`src/rtl/cpu_pkg.sv`:
```
// ---------------------------------------------------------------------------
// cpu_pkg
// Shared definitions for the instruction memory and the loader:
//   - opcode constants OP_HALT / OP_NOP
//   - HALT_WORD, the all-zero instruction that stops the processor and
//     also terminates a byte-serial load
//   - instr_t, the 16-bit instruction word type
//   - ld_state_t, the loader FSM state encoding
// No ports (package).
// ---------------------------------------------------------------------------
package cpu_pkg;

   localparam logic [3:0]  OP_HALT   = 4'h0;
   localparam logic [3:0]  OP_NOP    = 4'hF;
   localparam logic [15:0] HALT_WORD = 16'h0000;

   typedef logic [15:0] instr_t;

   typedef enum logic [2:0] {
      IDLE,
      HI,
      LO,
      WR,
      CK,
      DONE
   } ld_state_t;

endpackage

```
`src/rtl/imem_ram.sv`:
```
// ---------------------------------------------------------------------------
// imem_ram
// DEPTH x 16 instruction storage with one synchronous write port and one
// combinational read port. Reads beyond DEPTH return HALT_WORD so a runaway
// PC stops the processor instead of aliasing back into the program.
// Ports:
//   clk    in   system clock
//   we     in   write enable (write happens on the rising edge)
//   waddr  in   AW-bit write address
//   wdata  in   16-bit write data
//   raddr  in   8-bit fetch address
//   rdata  out  16-bit instruction at raddr (HALT_WORD when out of range)
// ---------------------------------------------------------------------------
module imem_ram
   import cpu_pkg::*;
#(
   parameter int DEPTH = 32,
   parameter int AW    = $clog2(DEPTH)
) (
   input  logic          clk,
   input  logic          we,
   input  logic [AW-1:0] waddr,
   input  instr_t        wdata,
   input  logic [7:0]    raddr,
   output instr_t        rdata
);

   localparam logic [8:0] DEPTH_W = 9'(DEPTH);

   // Contents are not touched by reset; the declaration initialiser gives
   // the all-HALT power-up image.
   instr_t mem [DEPTH] = '{default: HALT_WORD};

   always_ff @(posedge clk) begin
      if (we) begin
         mem[waddr] <= wdata;
      end
   end

   always_comb begin
      rdata = HALT_WORD;
      if ({1'b0, raddr} < DEPTH_W) begin
         rdata = mem[raddr[AW-1:0]];
      end
   end

endmodule

```
`src/rtl/imem_loader.sv`:
```
// ---------------------------------------------------------------------------
// imem_loader
// Writable instruction memory with a byte-serial loader. Bytes arrive over a
// valid/ready handshake, are paired big-endian into words and written from
// address 0 upward. A HALT word ends the load normally; filling the memory
// without a HALT ends it with an error. While loading (or after a failed
// load) cpu_hold keeps the processor in reset and the fetch port reads HALT.
// Optional feature (macro IMEM_CHECKSUM_EN): after the HALT word one extra
// byte is accepted and compared against the XOR of all data bytes.
// Ports:
//   clk, reset       clock, synchronous active-high reset
//   ld_start         pulse, begin a load from address 0
//   ld_byte/ld_valid load byte and its valid flag
//   ld_ready         loader accepts a byte this cycle
//   ld_done          last load finished
//   ld_err           last load terminated abnormally
//   cpu_hold         processor reset request
//   words_loaded     words written by the current/last load
//   pc / instr       combinational fetch port
// ---------------------------------------------------------------------------
module imem_loader
   import cpu_pkg::*;
#(
   parameter int DEPTH = 32,
   parameter int AW    = $clog2(DEPTH)
) (
   input  logic          clk,
   input  logic          reset,
   input  logic          ld_start,
   input  logic [7:0]    ld_byte,
   input  logic          ld_valid,
   output logic          ld_ready,
   output logic          ld_done,
   output logic          ld_err,
   output logic          cpu_hold,
   output logic [AW:0]   words_loaded,
   input  logic [7:0]    pc,
   output instr_t        instr
);

   ld_state_t     state_q, state_d;
   logic [7:0]    hi_q, hi_d;
   logic [7:0]    lo_q, lo_d;
   logic [AW-1:0] wptr_q, wptr_d;
   logic [AW:0]   words_loaded_q, words_loaded_d;
   logic          ld_ready_q, ld_ready_d;
   logic          ld_err_q, ld_err_d;
`ifdef IMEM_CHECKSUM_EN
   logic [7:0]    csum_q, csum_d;
`endif

   logic   accept;
   logic   ram_we;
   instr_t wr_word;
   instr_t ram_rdata;
   logic   mem_full;

   assign accept   = ld_valid & ld_ready_q;
   assign wr_word  = {hi_q, lo_q};
   assign mem_full = (wptr_q == AW'(DEPTH - 1));

   // State register
   always_ff @(posedge clk) begin
      if (reset) begin
         state_q        <= IDLE;
         hi_q           <= '0;
         lo_q           <= '0;
         wptr_q         <= '0;
         words_loaded_q <= '0;
         ld_ready_q     <= 1'b0;
         ld_err_q       <= 1'b0;
`ifdef IMEM_CHECKSUM_EN
         csum_q         <= '0;
`endif
      end else begin
         state_q        <= state_d;
         hi_q           <= hi_d;
         lo_q           <= lo_d;
         wptr_q         <= wptr_d;
         words_loaded_q <= words_loaded_d;
         ld_ready_q     <= ld_ready_d;
         ld_err_q       <= ld_err_d;
`ifdef IMEM_CHECKSUM_EN
         csum_q         <= csum_d;
`endif
      end
   end

   // Next-state logic; ld_start in DONE wins over any offered byte because
   // ld_ready is low there, so no byte can be consumed in that cycle.
   always_comb begin
      state_d        = state_q;
      hi_d           = hi_q;
      lo_d           = lo_q;
      wptr_d         = wptr_q;
      words_loaded_d = words_loaded_q;
      ld_err_d       = ld_err_q;
`ifdef IMEM_CHECKSUM_EN
      csum_d         = csum_q;
`endif
      case (state_q)
         IDLE, DONE: begin
            if (ld_start) begin
               state_d        = HI;
               wptr_d         = '0;
               words_loaded_d = '0;
               ld_err_d       = 1'b0;
`ifdef IMEM_CHECKSUM_EN
               csum_d         = '0;
`endif
            end
         end
         HI: begin
            if (accept) begin
               hi_d    = ld_byte;
               state_d = LO;
`ifdef IMEM_CHECKSUM_EN
               csum_d  = csum_q ^ ld_byte;
`endif
            end
         end
         LO: begin
            if (accept) begin
               lo_d    = ld_byte;
               state_d = WR;
`ifdef IMEM_CHECKSUM_EN
               csum_d  = csum_q ^ ld_byte;
`endif
            end
         end
         WR: begin
            // The pointer is frozen on the last slot so it can never wrap.
            if (!mem_full) begin
               wptr_d = wptr_q + 1'b1;
            end
            if (words_loaded_q != (AW+1)'(DEPTH)) begin
               words_loaded_d = words_loaded_q + 1'b1;
            end
            if (wr_word == HALT_WORD) begin
`ifdef IMEM_CHECKSUM_EN
               state_d  = CK;
`else
               state_d  = DONE;
               ld_err_d = 1'b0;
`endif
            end else if (mem_full) begin
               state_d  = DONE;
               ld_err_d = 1'b1;
            end else begin
               state_d  = HI;
            end
         end
`ifdef IMEM_CHECKSUM_EN
         CK: begin
            if (accept) begin
               state_d  = DONE;
               ld_err_d = (ld_byte != csum_q);
            end
         end
`endif
         default: state_d = IDLE;
      endcase
      ld_ready_d = (state_d == HI) || (state_d == LO) || (state_d == CK);
   end

   // Output logic
   always_comb begin
      ld_done  = (state_q == DONE);
      ram_we   = (state_q == WR);
      cpu_hold = (state_q == HI) || (state_q == LO) || (state_q == WR) ||
                 (state_q == CK) || ((state_q == DONE) && ld_err_q);
   end

   assign ld_ready     = ld_ready_q;
   assign ld_err       = ld_err_q;
   assign words_loaded = words_loaded_q;
   assign instr        = cpu_hold ? HALT_WORD : ram_rdata;

   imem_ram #(
      .DEPTH (DEPTH),
      .AW    (AW)
   ) u_ram (
      .clk   (clk),
      .we    (ram_we),
      .waddr (wptr_q),
      .wdata (wr_word),
      .raddr (pc),
      .rdata (ram_rdata)
   );

endmodule

```
`config.mk`:
```
export PLATFORM = sky130hd
export DESIGN_NAME = imem_loader
export DESIGN_NICKNAME = d
export VERILOG_FILES = /design/src/rtl/cpu_pkg.sv /design/src/rtl/imem_ram.sv /design/src/rtl/imem_loader.sv
export SDC_FILE = /design/constraint.sdc
export NUM_CORES = 1
export LEC_CHECK = 0
export ABC_AREA = 1
export CORE_ASPECT_RATIO = 1.5
export CORE_MARGIN = 1.5
export CORE_UTILIZATION = 62
export CTS_CLUSTER_DIAMETER = 150
export DETAILED_ROUTE_END_ITERATION = 8
export GPL_ROUTABILITY_DRIVEN = 0
export PLACE_DENSITY = 0.79
export SLEW_MARGIN = 0
export SYNTH_ARGS = -nofsm -noshare
export SYNTH_HDL_FRONTEND = slang
export SYNTH_HIERARCHICAL = 1
export SYNTH_SLANG_ARGS = --single-unit
```
`constraint.sdc`:
```
create_clock -name clk -period 3 [get_ports clk]
set_clock_uncertainty 0.1 [all_clocks]
set_input_delay 0.45 -clock clk [delete_from_list [all_inputs] [get_ports clk]]
set_output_delay 0.45 -clock clk [all_outputs]
set_load 0.03 [all_outputs]
```
==> flow_summary.yaml <==
timing:
  setup_total_negative_slack_ps: 0
  unrepaired_setup_endpoints_after_global_routing: "false"
  final_period_utilization_pct: 95.7
  max_slew_margin_pct: 58.2
  finalHoldWorstSlack_ps: 389
  clock.fmax_mhz: 348
  worst-slew-pin-transition_ps: 626
  drv_slew: 0
  timing_hold_violations_final: 0
  period_minus_slack_ps: 2870
  setup_violations: 0
layout:
  finished_layout_cell_area_um2: 25400
  drive_gt1_share_pct: 9.63
  final_cells: 2628
  design.final.nets: 2139
  final-seq-area_um2: 16000
  post-route-util_pct: 70.6
  nFillCells: 2443
  multiInputGateArea_um2: 5670
  layout-area-overhead-vs-synth_pct: 12.1
  num_antenna_cells: 0
place:
  portBuffers: 45
  dpl_wire_length_um: 34200
  dpl.cell_count: 2545
  placed_area_um2: 23800
synth:
  synth-seq-cells: 544
  synth-edff-count: 512
  mappedNetlistNets: 2060
  ys_dominant_reg_cell: "edfxtp_1"
  syn-mean-instance-area_um2: 11.1
  syn_inst: 2036
  synthesis.yosys.warnings: 6
  synth.yosys.seq_area_share_pct: 70.7
  async_reset_ff_share_pct: 0
  yosys-top-cells-area: "edfxtp_1 68%, nand2_1 11%, nand3_1 8.3%, nor2_1 2.9%, dfxtp_1 2.8%"
  yosys.area.top_type_share_pct: 67.9
  synthMostInstantiatedCell: "nand2_1"
  synth.largest_area_cell: "edfxtp_1"
  post_synth_num_cell_types: 33
  syn_area_um2: 22600
  yosys-top-cells-count: "654 x nand2_1, 512 x edfxtp_1, 376 x nand3_1, 175 x nor2_1, 55 x buf_2"
die:
  floorplan.die_area_um2: 37700
  floorplan.rows: 85
  pin_count: 46
  die_width_um: 159
  initial_utilization_pct: 63.0
  die_height_um: 237
  design.core.area_um2: 35900
clocking:
  cts.sinks: 544
  path_clk_slew_ps: 70
  cts_htree_levels: 2
  ctsLongestPathBuffers: 3
  cts_tree: "built"
  postCtsHoldBufs: 0
  cts-root-buf: "clkbuf_16"
  post-cts-setup-buffers: 0
  worst_skew_pair.late_latency_ps: 570
  cts_buffers: 46
power:
  vdd_ir_drop_max_mv: 0.630
  pwr_density_cell_nw_per_um2: 605
  p_leak_nw: 9.42
worst_setup_path:
  path_buf_inv: 5
  worstPathArrival_ps: 2320
  timing_worst_setup_path_type: "primary input to output port"
  worst-path-max-fanout: 33
  cp_slowest_cell: "buf_4"
  crit_family: "simple AND/OR/NAND/NOR gates"
  worstSetupStartpointType: "primary input"
  crit_path_cell_trace: "buf_6, inv_6, buf_4, nand2_1, nand3_1, nand2_1, nand2_1, nand2_1, nor2_1, nor2_1, nor2_1, inv_1, nor2_1, buf_4"
  worstPathRequired_ps: 2450
  critPathCaptureType: "output port"
  slowest_delay_ps: 350
detailed_routing:
  ant_nets: 0
  drt_drc_violations_left: 0
  drt_first_pass_iters: 6
  via_per_inst: 6.01
  drt_iter0_markers: 1968
  dr_total_vias: 15792
  finalWirelength_um: 56400
  post_dr_wirelength_cell_um: 21.5
global_routing:
  antenna_found_initial: 0
  first_global_vias: 15519
  global_route_wire_length_before_repair_um: 85800
  track_usage_pct: 30.1
  grt_max_degree: 60
  grt_total_ovfl: 0
run:
  maxCapViolCount: 0
outcome:
  run_status: "complete, no violations"
worst_hold_path:
  holdCritPathClass: "register to register"
-- worst reg2reg max path: cells and delay by family, from the launching register on --
| family | cells | cell delay [ps] |
|---|---|---|
| AND/OR/NAND/NOR | 3 | 1030 |
| buffers and inverters | 2 | 550 |
| flip-flops | 1 | 460 |
-- registers in the layout, summed over array words and instances, names as in the netlist --
register,flops
u_ram/mem,512
state_q,3
lo_q,8
wptr_q,5
hi_q,8
words_loaded,6
ld_err,1
ld_ready,1
-- what timing repair did --
item                                   in CTS  in global routing
setup endpoints to repair                   1                  3
gates resized for setup                     1                  6
endpoints found under the hold margin       0                  0
-- layout make-up --
cell class / instances / share of cell area [%]
Clock buffer: 56 / 4.72
Clock inverter: 27 / 1.26
Inverter: 56 / 0.858
Multi-Input combinational cell: 1321 / 22.4
Sequential cell: 544 / 63.1
Tap cell: 478 / 2.36
Timing Repair Buffer: 146 / 5.34
-- placed cells by master (no fill, tap or decap), types with 5 or more instances in the layout --
cell,synthesis,routed
a21oi_1,31,31
buf_12,2,13
buf_4,14,102
bufinv_16,0,7
clkbuf_1,12,9
clkbuf_16,0,46
clkdlybuf4s50_1,0,26
clkinv_1,1,9
clkinv_2,0,9
dfxtp_1,32,31
edfxtp_1,512,512
inv_1,47,47
inv_2,6,6
nand2_1,654,653
nand3_1,376,376
nand4_1,5,5
nor2_1,175,174
o21ai_0,44,44
o21ai_1,15,15
-- stage by stage --
stage               setup slack (ps)  total power, mW
floorplan                        623             9.08
global placement                 147             9.41
detailed placement               116             9.43
CTS                             67.4             15.4
global route                    1.75             15.8
finish                           129             15.3
-- power by group --
part | leakage, nW | switching, mW | total (mW) | internal [mW]
clock network | 0.747 | 2.60 | 6.05 | 3.45
registers | 5.02 | 0.0138 | 8.27 | 8.26
logic | 3.66 | 0.716 | 1.02 | 0.309
total | 9.42 | 3.33 | 15.3 | 12.0
-- worst paths after layout --
| check | from | to | slack [ps] | depth (start not counted) |
|---|---|---|---|---|
| setup / recovery | pc[0] | instr[15] | 130 | 14 |
| hold / removal | lo_q[3]$_SDFFE_PP0P_ | lo_q[3]$_SDFFE_PP0P_ | 390 | 2 |
| setup reg to reg | state_q[0]$_SDFF_PP0_ | u_ram/mem[31][6]$_DFFE_PP_ | 530 | 5 |
| hold reg to reg | lo_q[3]$_SDFFE_PP0P_ | lo_q[3]$_SDFFE_PP0P_ | 390 | 2 |
-- logic make-up after synthesis --
family                     after synthesis  synth area share [%]
AOI/OAI and AO/OA                       96                  2.20
DFF                                    544                  70.7
and+or+nand+nor                       1220                  22.6
xor gates and xnor gates                 1                0.0387
buffers and inverters                  171                  4.27
adders and majority gates                4                 0.221
-- routing by layer --
metal	routed length, um	GRT usage (%)	vias up
met3	5240	4.19	179
met1	19200	36.1	7503
met2	28800	52.5	938
met5	0	0	-
li1	-	-	7172
met4	3120	17.1	0
Note: power is estimated with default switching activity, not from simulation.
